==> src/rtl/mem_access_pkg.sv <==
// Shared definitions for the memory access unit: access-size codes,
// FSM state encoding, latency counter width and the alignment check.
package mem_access_pkg;

    localparam logic [1:0] MASK_B = 2'b00;
    localparam logic [1:0] MASK_H = 2'b01;
    localparam logic [1:0] MASK_W = 2'b10;

    // Wide enough for read latencies up to 7.
    localparam int CNT_W = 3;

    typedef enum logic [1:0] {
        ST_IDLE  = 2'd0,
        ST_ISSUE = 2'd1,
        ST_WAIT  = 2'd2,
        ST_RESP  = 2'd3
    } state_e;

    // True for an illegal size code or an address not aligned to the size.
    function automatic logic is_misaligned(input logic [1:0] mask, input logic [1:0] off);
        logic bad;
        case (mask)
            MASK_B:  bad = 1'b0;
            MASK_H:  bad = off[0];
            MASK_W:  bad = |off;
            default: bad = 1'b1;
        endcase
        return bad;
    endfunction

endpackage

==> src/rtl/load_extract.sv <==
// Picks the addressed byte/half lane out of a RAM word and sign- or
// zero-extends it. Word accesses pass through and ignore the sign flag.
module load_extract
    import mem_access_pkg::*;
(
    input  logic [31:0] rdata_i,
    input  logic [1:0]  addr_i,
    input  logic [1:0]  mask_i,
    input  logic        sign_i,
    output logic [31:0] data_o
);

    logic [7:0]  byte_sel;
    logic [15:0] half_sel;

    // Lane selection followed by extension according to the access size.
    always_comb begin
        byte_sel = rdata_i[{addr_i, 3'b000} +: 8];
        half_sel = addr_i[1] ? rdata_i[31:16] : rdata_i[15:0];
        case (mask_i)
            MASK_B:  data_o = {{24{sign_i & byte_sel[7]}}, byte_sel};
            MASK_H:  data_o = {{16{sign_i & half_sel[15]}}, half_sel};
            default: data_o = rdata_i;
        endcase
    end

endmodule

==> src/rtl/mem_access_unit.sv <==
// Single-outstanding load/store responder between the CPU data port and a
// word-wide synchronous RAM with per-byte write enables.
//
// state    | meaning
// ---------+-----------------------------------------------------------
// ST_IDLE  | ready for a request; misaligned ones go straight to RESP
// ST_ISSUE | one-cycle RAM strobe (write for stores, read for loads)
// ST_WAIT  | counting down the RAM read latency, sample data at count 1
// ST_RESP  | one-cycle response strobe, then back to IDLE
module mem_access_unit
    import mem_access_pkg::*;
#(
    parameter int ADDR_W = 14,
    parameter int RD_LAT = 1
) (
    input  logic              clk_i,
    input  logic              rst_i,
    input  logic              req_valid_i,
    output logic              req_ready_o,
    input  logic              req_we_i,
    input  logic [1:0]        req_mask_i,
    input  logic              req_sign_i,
    input  logic [31:0]       req_addr_i,
    input  logic [31:0]       req_wdata_i,
    output logic              rsp_valid_o,
    output logic [31:0]       rsp_rdata_o,
    output logic              rsp_err_o,
    output logic              mem_en_o,
    output logic [3:0]        mem_we_o,
    output logic [ADDR_W-1:0] mem_addr_o,
    output logic [31:0]       mem_wdata_o,
    input  logic [31:0]       mem_rdata_i
);

    state_e             state_q, state_d;
    logic               we_q, we_d;
    logic [1:0]         mask_q, mask_d;
    logic               sign_q, sign_d;
    logic [ADDR_W+1:0]  addr_q, addr_d;
    logic [31:0]        wdata_q, wdata_d;
    logic [CNT_W-1:0]   cnt_q, cnt_d;
    logic [31:0]        rsp_rdata_q, rsp_rdata_d;
    logic               rsp_err_q, rsp_err_d;

    logic               mem_en_raw;
    logic [3:0]         mem_we_raw;
    logic [31:0]        ext_data;

    // Address bits above the RAM size are deliberately dropped.
    logic unused_addr_hi;
    assign unused_addr_hi = ^req_addr_i[31:ADDR_W+2];

    load_extract u_load_extract (
        .rdata_i (mem_rdata_i),
        .addr_i  (addr_q[1:0]),
        .mask_i  (mask_q),
        .sign_i  (sign_q),
        .data_o  (ext_data)
    );

    // Next-state, request latching and RAM/response output decode.
    always_comb begin
        state_d     = state_q;
        we_d        = we_q;
        mask_d      = mask_q;
        sign_d      = sign_q;
        addr_d      = addr_q;
        wdata_d     = wdata_q;
        cnt_d       = cnt_q;
        rsp_rdata_d = rsp_rdata_q;
        rsp_err_d   = rsp_err_q;
        mem_en_raw  = 1'b0;
        mem_we_raw  = 4'b0000;
        mem_addr_o  = '0;
        mem_wdata_o = '0;
        req_ready_o = (state_q == ST_IDLE);
        rsp_valid_o = (state_q == ST_RESP);

        case (state_q)
            ST_IDLE: begin
                if (req_valid_i) begin
                    we_d    = req_we_i;
                    mask_d  = req_mask_i;
                    sign_d  = req_sign_i;
                    addr_d  = req_addr_i[ADDR_W+1:0];
                    wdata_d = req_wdata_i;
                    if (is_misaligned(req_mask_i, req_addr_i[1:0])) begin
                        rsp_err_d   = 1'b1;
                        rsp_rdata_d = '0;
                        state_d     = ST_RESP;
                    end else begin
                        state_d = ST_ISSUE;
                    end
                end
            end
            ST_ISSUE: begin
                mem_en_raw = 1'b1;
                mem_addr_o = addr_q[ADDR_W+1:2];
                if (we_q) begin
                    case (mask_q)
                        MASK_B: begin
                            mem_we_raw  = 4'b0001 << addr_q[1:0];
                            mem_wdata_o = {4{wdata_q[7:0]}};
                        end
                        MASK_H: begin
                            mem_we_raw  = 4'b0011 << addr_q[1:0];
                            mem_wdata_o = {2{wdata_q[15:0]}};
                        end
                        default: begin
                            mem_we_raw  = 4'b1111;
                            mem_wdata_o = wdata_q;
                        end
                    endcase
                    rsp_err_d   = 1'b0;
                    rsp_rdata_d = '0;
                    state_d     = ST_RESP;
                end else begin
                    cnt_d   = CNT_W'(RD_LAT);
                    state_d = ST_WAIT;
                end
            end
            ST_WAIT: begin
                if (cnt_q == CNT_W'(1)) begin
                    rsp_rdata_d = ext_data;
                    rsp_err_d   = 1'b0;
                    state_d     = ST_RESP;
                end else begin
                    cnt_d = cnt_q - CNT_W'(1);
                end
            end
            ST_RESP: begin
                state_d = ST_IDLE;
            end
            default: begin
                state_d = ST_IDLE;
            end
        endcase
    end

    // RAM strobes are gated by reset so a reset landing in ISSUE writes nothing.
    assign mem_en_o    = mem_en_raw & ~rst_i;
    assign mem_we_o    = mem_we_raw & {4{~rst_i}};
    assign rsp_rdata_o = rsp_rdata_q;
    assign rsp_err_o   = rsp_err_q;

    // State and latched request registers with synchronous reset.
    always_ff @(posedge clk_i) begin
        if (rst_i) begin
            state_q     <= ST_IDLE;
            we_q        <= 1'b0;
            mask_q      <= 2'b00;
            sign_q      <= 1'b0;
            addr_q      <= '0;
            wdata_q     <= '0;
            cnt_q       <= '0;
            rsp_rdata_q <= '0;
            rsp_err_q   <= 1'b0;
        end else begin
            state_q     <= state_d;
            we_q        <= we_d;
            mask_q      <= mask_d;
            sign_q      <= sign_d;
            addr_q      <= addr_d;
            wdata_q     <= wdata_d;
            cnt_q       <= cnt_d;
            rsp_rdata_q <= rsp_rdata_d;
            rsp_err_q   <= rsp_err_d;
        end
    end

endmodule

==> config.mk <==
export PLATFORM = sky130hd
export DESIGN_NAME = mem_access_unit
export DESIGN_NICKNAME = d
export VERILOG_FILES = /design/src/rtl/mem_access_pkg.sv /design/src/rtl/load_extract.sv /design/src/rtl/mem_access_unit.sv
export SDC_FILE = /design/constraint.sdc
export NUM_CORES = 1
export LEC_CHECK = 0
export ABC_CLOCK_PERIOD_IN_PS = 4800
export CAP_MARGIN = 20
export CORE_MARGIN = 2
export CORE_UTILIZATION = 68
export CTS_CLUSTER_SIZE = 10
export DETAILED_ROUTE_END_ITERATION = 7
export DONT_BUFFER_PORTS = 1
export GPL_ROUTABILITY_DRIVEN = 0
export PLACE_DENSITY = 0.84
export SLEW_MARGIN = 40
export SYNTH_ARGS = -nofsm -noshare
export SYNTH_HDL_FRONTEND = slang
export SYNTH_SLANG_ARGS = --single-unit
==> constraint.sdc <==
create_clock -name clk_i -period 4.8 [get_ports clk_i]
set_input_delay 0.48 -clock clk_i [delete_from_list [all_inputs] [get_ports clk_i]]
set_output_delay 0.48 -clock clk_i [all_outputs]
set_load 0.005 [all_outputs]
==> out/metrics.yaml <==
status: "finished, final reports clean"
postRouteAntennaNets: 0
antenna_found_initial: 0
fmax_mhz: 326
dr.pass1.iters: 5
rsz0062_at_grt: "false"
place_ws_ns: 1.81
synth_edf_count: 0
p_total_mw: 2.23
yosysSeqAreaShare: 0.393
place_hpwl_um: 8180
synth_ff_type: "dfxtp_1"
syn_nets: 715
relSlewSlack: 0.536
cts_max_level: 3
hold_viol: 0
initial_core_util: 0.713
routed_wl_um: 11600
gr-usage-all-layers: 0.307
grt_start_max_net_pins: 71
num_antenna_cells: 0
drtIter0Drc: 204
synth.avg_cell_area_sq_um: 7.57
final_area_sq_mm: 0.00469
path_class: "reg2out"
hold_class: "in2reg"
clk_latency_ns: 0.35
path_clk_slew_ns: 0.08
die_area_sq_mm: 0.00741
cts_setup_buffers: 0
rows: 29
die_h_um: 86.1
grt_pass1_wl_um: 18200
vdd_drop_max_v: 0.000289
place_area_sq_mm: 0.00451
numClockSinks: 90
syn_inst: 605
via_count: 4155
final_nets: 680
grt-ovfl-total: 0
utilization: 0.730
endpoint_kind: "output port"
cts_buffers: 9
grt_pass1_vias: 3791
die-width_um: 86.1
drive_gt1_frac: 0.0611
synth_cell_types: 46
io_buffers: 0
syn_area_sq_mm: 0.00458
fin_crit_sh: 0.639
finalSetupTns_ns: 0
vias_per_cell: 6.39
maxCapViolCount: 0
boundaryPins: 189
power_leakage_nw: 1.59
ys_ff_latch: 90
post_cts_resized: 0
finalSetupViolCount: 0
path_max_fanout: 27
core_area_sq_mm: 0.00642
cts_hold_buf: 0
finalCriticalPeriod_ns: 3.07
tightest_slew_ns: 0.697
ctsRootBufferMaster: "clkbuf_8"
drc: 0
worst_slack_ns: 1.73
synth-async-reset-ratio: 0
clock_skew_ns: 0.00591
cts_buffer_depth: 2
critical_path_arrival_ns: 2.59
avgRoutedWirePerCell_um: 17.9
area_growth_pct: 2.32
start_kind: "flip-flop"
cp.required_ns: 4.32
powerDensity_mw_per_mm2: 476
ys_warn_count: 0
cts_tree: "built"
final_max_slew_viol_count: 0
[cell families (layout without fill, tap and decap cells)]
group | count (synthesis) | count (layout) | share of synthesized area
fa+ha+maj | 7 | 7 | 0.0191
mux | 20 | 20 | 0.0445
flops | 90 | 90 | 0.393
compound gates | 153 | 153 | 0.207
simple gates | 278 | 278 | 0.282
xor+xnor | 2 | 2 | 0.00382
buf+inv | 55 | 23 | 0.0505
[metrics by stage]
stage          instances  hold WS [ns]
2_1_floorplan        605         0.432
3_3_place_gp         636         0.432
3_5_place_dp         636         0.437
4_1_cts              650         0.171
5_1_grt              650         0.159
6_report             650         0.183
[cells in the mapped netlist, types with 3 or more instances]
| library cell | count | area [sq um] |
|---|---|---|
| a2111oi_0 | 7 | 61.3 |
| nand3_1 | 7 | 35.0 |
| o21ai_0 | 9 | 45.0 |
| nor2_1 | 34 | 128 |
| buf_1 | 3 | 11.3 |
| nor2b_1 | 5 | 31.3 |
| inv_1 | 6 | 22.5 |
| a211oi_1 | 11 | 82.6 |
| a21oi_1 | 93 | 465 |
| mux2_2 | 3 | 33.8 |
| nor4_1 | 8 | 50.1 |
| mux2i_1 | 17 | 170 |
| nand2b_1 | 24 | 150 |
| or4_1 | 7 | 52.6 |
| ha_1 | 7 | 87.6 |
| clkbuf_1 | 35 | 131 |
| a22o_1 | 17 | 149 |
| o211ai_1 | 7 | 52.6 |
| and2_1 | 15 | 93.8 |
| buf_2 | 8 | 40.0 |
| dfxtp_1 | 90 | 1800 |
| and3_1 | 8 | 50.1 |
| nand2_1 | 155 | 582 |
[path summary, 6_finish.rpt]
| path | slack [ns] | startpoint | cells past startpoint | end |
|---|---|---|---|---|
| worst max-delay path | 1.73 | state_q[1] | 6 | mem_we_o[3] |
| worst min-delay path | 0.18 | rst_i | 1 | mask_q[0] |
| worst max register to register | 1.95 | state_q[1] | 7 | rsp_rdata_o[17] |
| worst min register to register | 0.45 | addr_q[5] | 2 | addr_q[5] |
[placed cells by master, fill, tap and decap left out, drive strengths merged, types with 3 or more instances in the layout]
cell type  Yosys  layout
a2111oi        8       8
o21ai         10      10
inv            7       7
nor2b          5       5
ha             7       7
nor2          36      36
nand2        156     156
a211oi        11      11
nand3          7       7
and2          16      16
mux2i         17      17
nor4           8       8
dfxtp         90      90
mux2           3       3
a21oi         93      93
o211ai         7       7
nand2b        25      25
or4            7       7
and3           9       9
clkbuf        35      11
a22o          17      17
[flip-flops by register name, indices dropped and copies added (netlist names)]
signal and count:
rsp_rdata_o 32, wdata_q 32, we_q 1, mask_q 2, cnt_q 3, state_q 2, sign_q 1, addr_q 16
rsp_err_o 1
[cell type report]
cell class	instances	area (sq um)
Clock inverter	3	42.5
Tap cell	77	96.3
Inverter	7	26.3
Timing Repair Buffer	2	15.0
Fill cell	509	1730
Sequential cell	90	1810
Multi-Input combinational cell	460	2570
Clock buffer	11	131
[where the power goes]
part	total [mW]	internal [mW]	switching [mW]
registers	0.984	0.859	0.125
logic	0.760	0.272	0.488
clock network	0.485	0.235	0.250
[worst max-delay path, stage by stage (launching register included)]
cell     delay (ns)
dfxtp_1        0.35
inv_1          0.11
ha_1           0.62
nand2_2        0.47
nor2_1         0.29
o21ai_0        0.16
nor2_1         0.22
[routing by layer]
layer | part of all wire | up-vias | global-route usage | routed length, um
li1 | - | 2000 | - | -
met1 | 0.38 | 1911 | 0.351 | 4390
met3 | 0.11 | 32 | 0.111 | 1310
met2 | 0.47 | 212 | 0.502 | 5470
met5 | 0 | - | 0 | 0
met4 | 0.040 | 0 | 0.157 | 461
No activity file was read; power rests on OpenSTA's default activity.
==> patch, RTL diff (config.mk and constraints unchanged) <==
The parameter `ADDR_W` goes from 14 to 13.
--- a/src/rtl/mem_access_unit.sv
+++ b/src/rtl/mem_access_unit.sv
@@ -12,3 +12,3 @@
 #(
-    parameter int ADDR_W = 14,
+    parameter int ADDR_W = 13,
     parameter int RD_LAT = 1
Interface: changed (resized mem_addr_o); port bits go from 189 to 188. The function was not compared with the original's and may differ.
==> patch against the original RTL <==
- the flow now finishes with violations (DRC)
- area after synthesis down 0.85%
- sequential cell count down 1
- non-clock buffer count unchanged
- worst setup slack worse by 130 ps
- total power up 1.4%
- routed wire length down 1.1%
- clock skew up 7.4 ps
- global-route usage up 0.16 points
- design area down 0.37%
- clock power up 2%
- largest cell class unchanged
- largest power group unchanged
==> patch: results (changes against the original RTL) <==
The flow ran to the end, but the final reports show violations. The checks that failed: DRC. By count the netlist is led by nand2_1, a21oi_1, dfxtp_1. The logs give 5.59 mm (+2.2%) for the routed length on met2 and 11 (+11) for the DRC violations left. The met2 track demand over resource in global routing is 51.8% (+1.5 points), and the filler cell count is 513 (+0.79%). The combinational share of power is 35.1% (+1.0 points), and the worst hold margin is 188 ps (+4.78 ps). The xor and xnor area share after synthesis was 0% (-0.38 points); the peak ir drop on the vdd network was 0.000303 V (+5.0%). The total global-route track usage was 30.8% (+0.16 points); the adder-cell share of the synthesized area was 1.93% (+0.016 points).

The standard cell area after detailed placement is 0.00448 mm^2 (-0.53%). The peak per-stage delay on the critical path is 640 ps (+20 ps). The met3 demand-to-capacity share in global routing is 9.05% (-2.0 points). Net count after synthesis: 714 (-0.14%). The tools report the maximum clock skew at final layout as 13.3 ps (+7.40 ps). The run gives 2.26 mW (+1.4%) as the post-route total power.

The logs give 1880 ps (+70.1 ps) for the post-placement worst setup slack and 7 (+2) for the count of TritonRoute iterations in the first routing pass. The detailed placer's ending HPWL came out at 8.01 mm (-2.2%). The post-layout instance count excluding filler cells was 652 (+0.31%). Wire length on met3: 1.11 mm (-15%). The largest driver fanout on the critical path is 26 (-3.7%), and the met1 track demand over resource in global routing is 36.7% (+1.6 points). The reg-to-reg endpoint is rsp_rdata_o[19]. For the detailed-route wire length, the log shows 11.5 mm (-1.1%). The post-synthesis sequential area ratio was 39.2% (-0.10 points). The tools report the number of violations reported at the end of detailed-routing iteration 0 as 283 (+39%).
patch: cell count changes in the layout (fill, tap and decap cells not counted), moves of 2 or more:
| cell | unedited run | this run |
|---|---|---|
| xnor2_1 | 2 | 0 |
| mux2i_1 | 17 | 20 |
| clkbuf_1 | 2 | 0 |
| nor3_1 | 2 | 4 |
| nor2_1 | 34 | 37 |
| a22o_1 | 17 | 15 |
| mux2_2 | 3 | 0 |
| inv_1 | 6 | 8 |
| nand3b_1 | 2 | 0 |
| a211oi_1 | 10 | 13 |
| clkbuf_8 | 9 | 11 |
patch: cell type report:
class	count	area, um^2	share of cell area [%]
Clock buffer	11	151	3.24
Multi-Input combinational cell	459	2550	54.6
Sequential cell	89	1790	38.2
Timing Repair Buffer	2	15.0	0.321
Tap cell	77	96.3	2.06
Inverter	9	33.8	0.723
Clock inverter	5	37.5	0.804
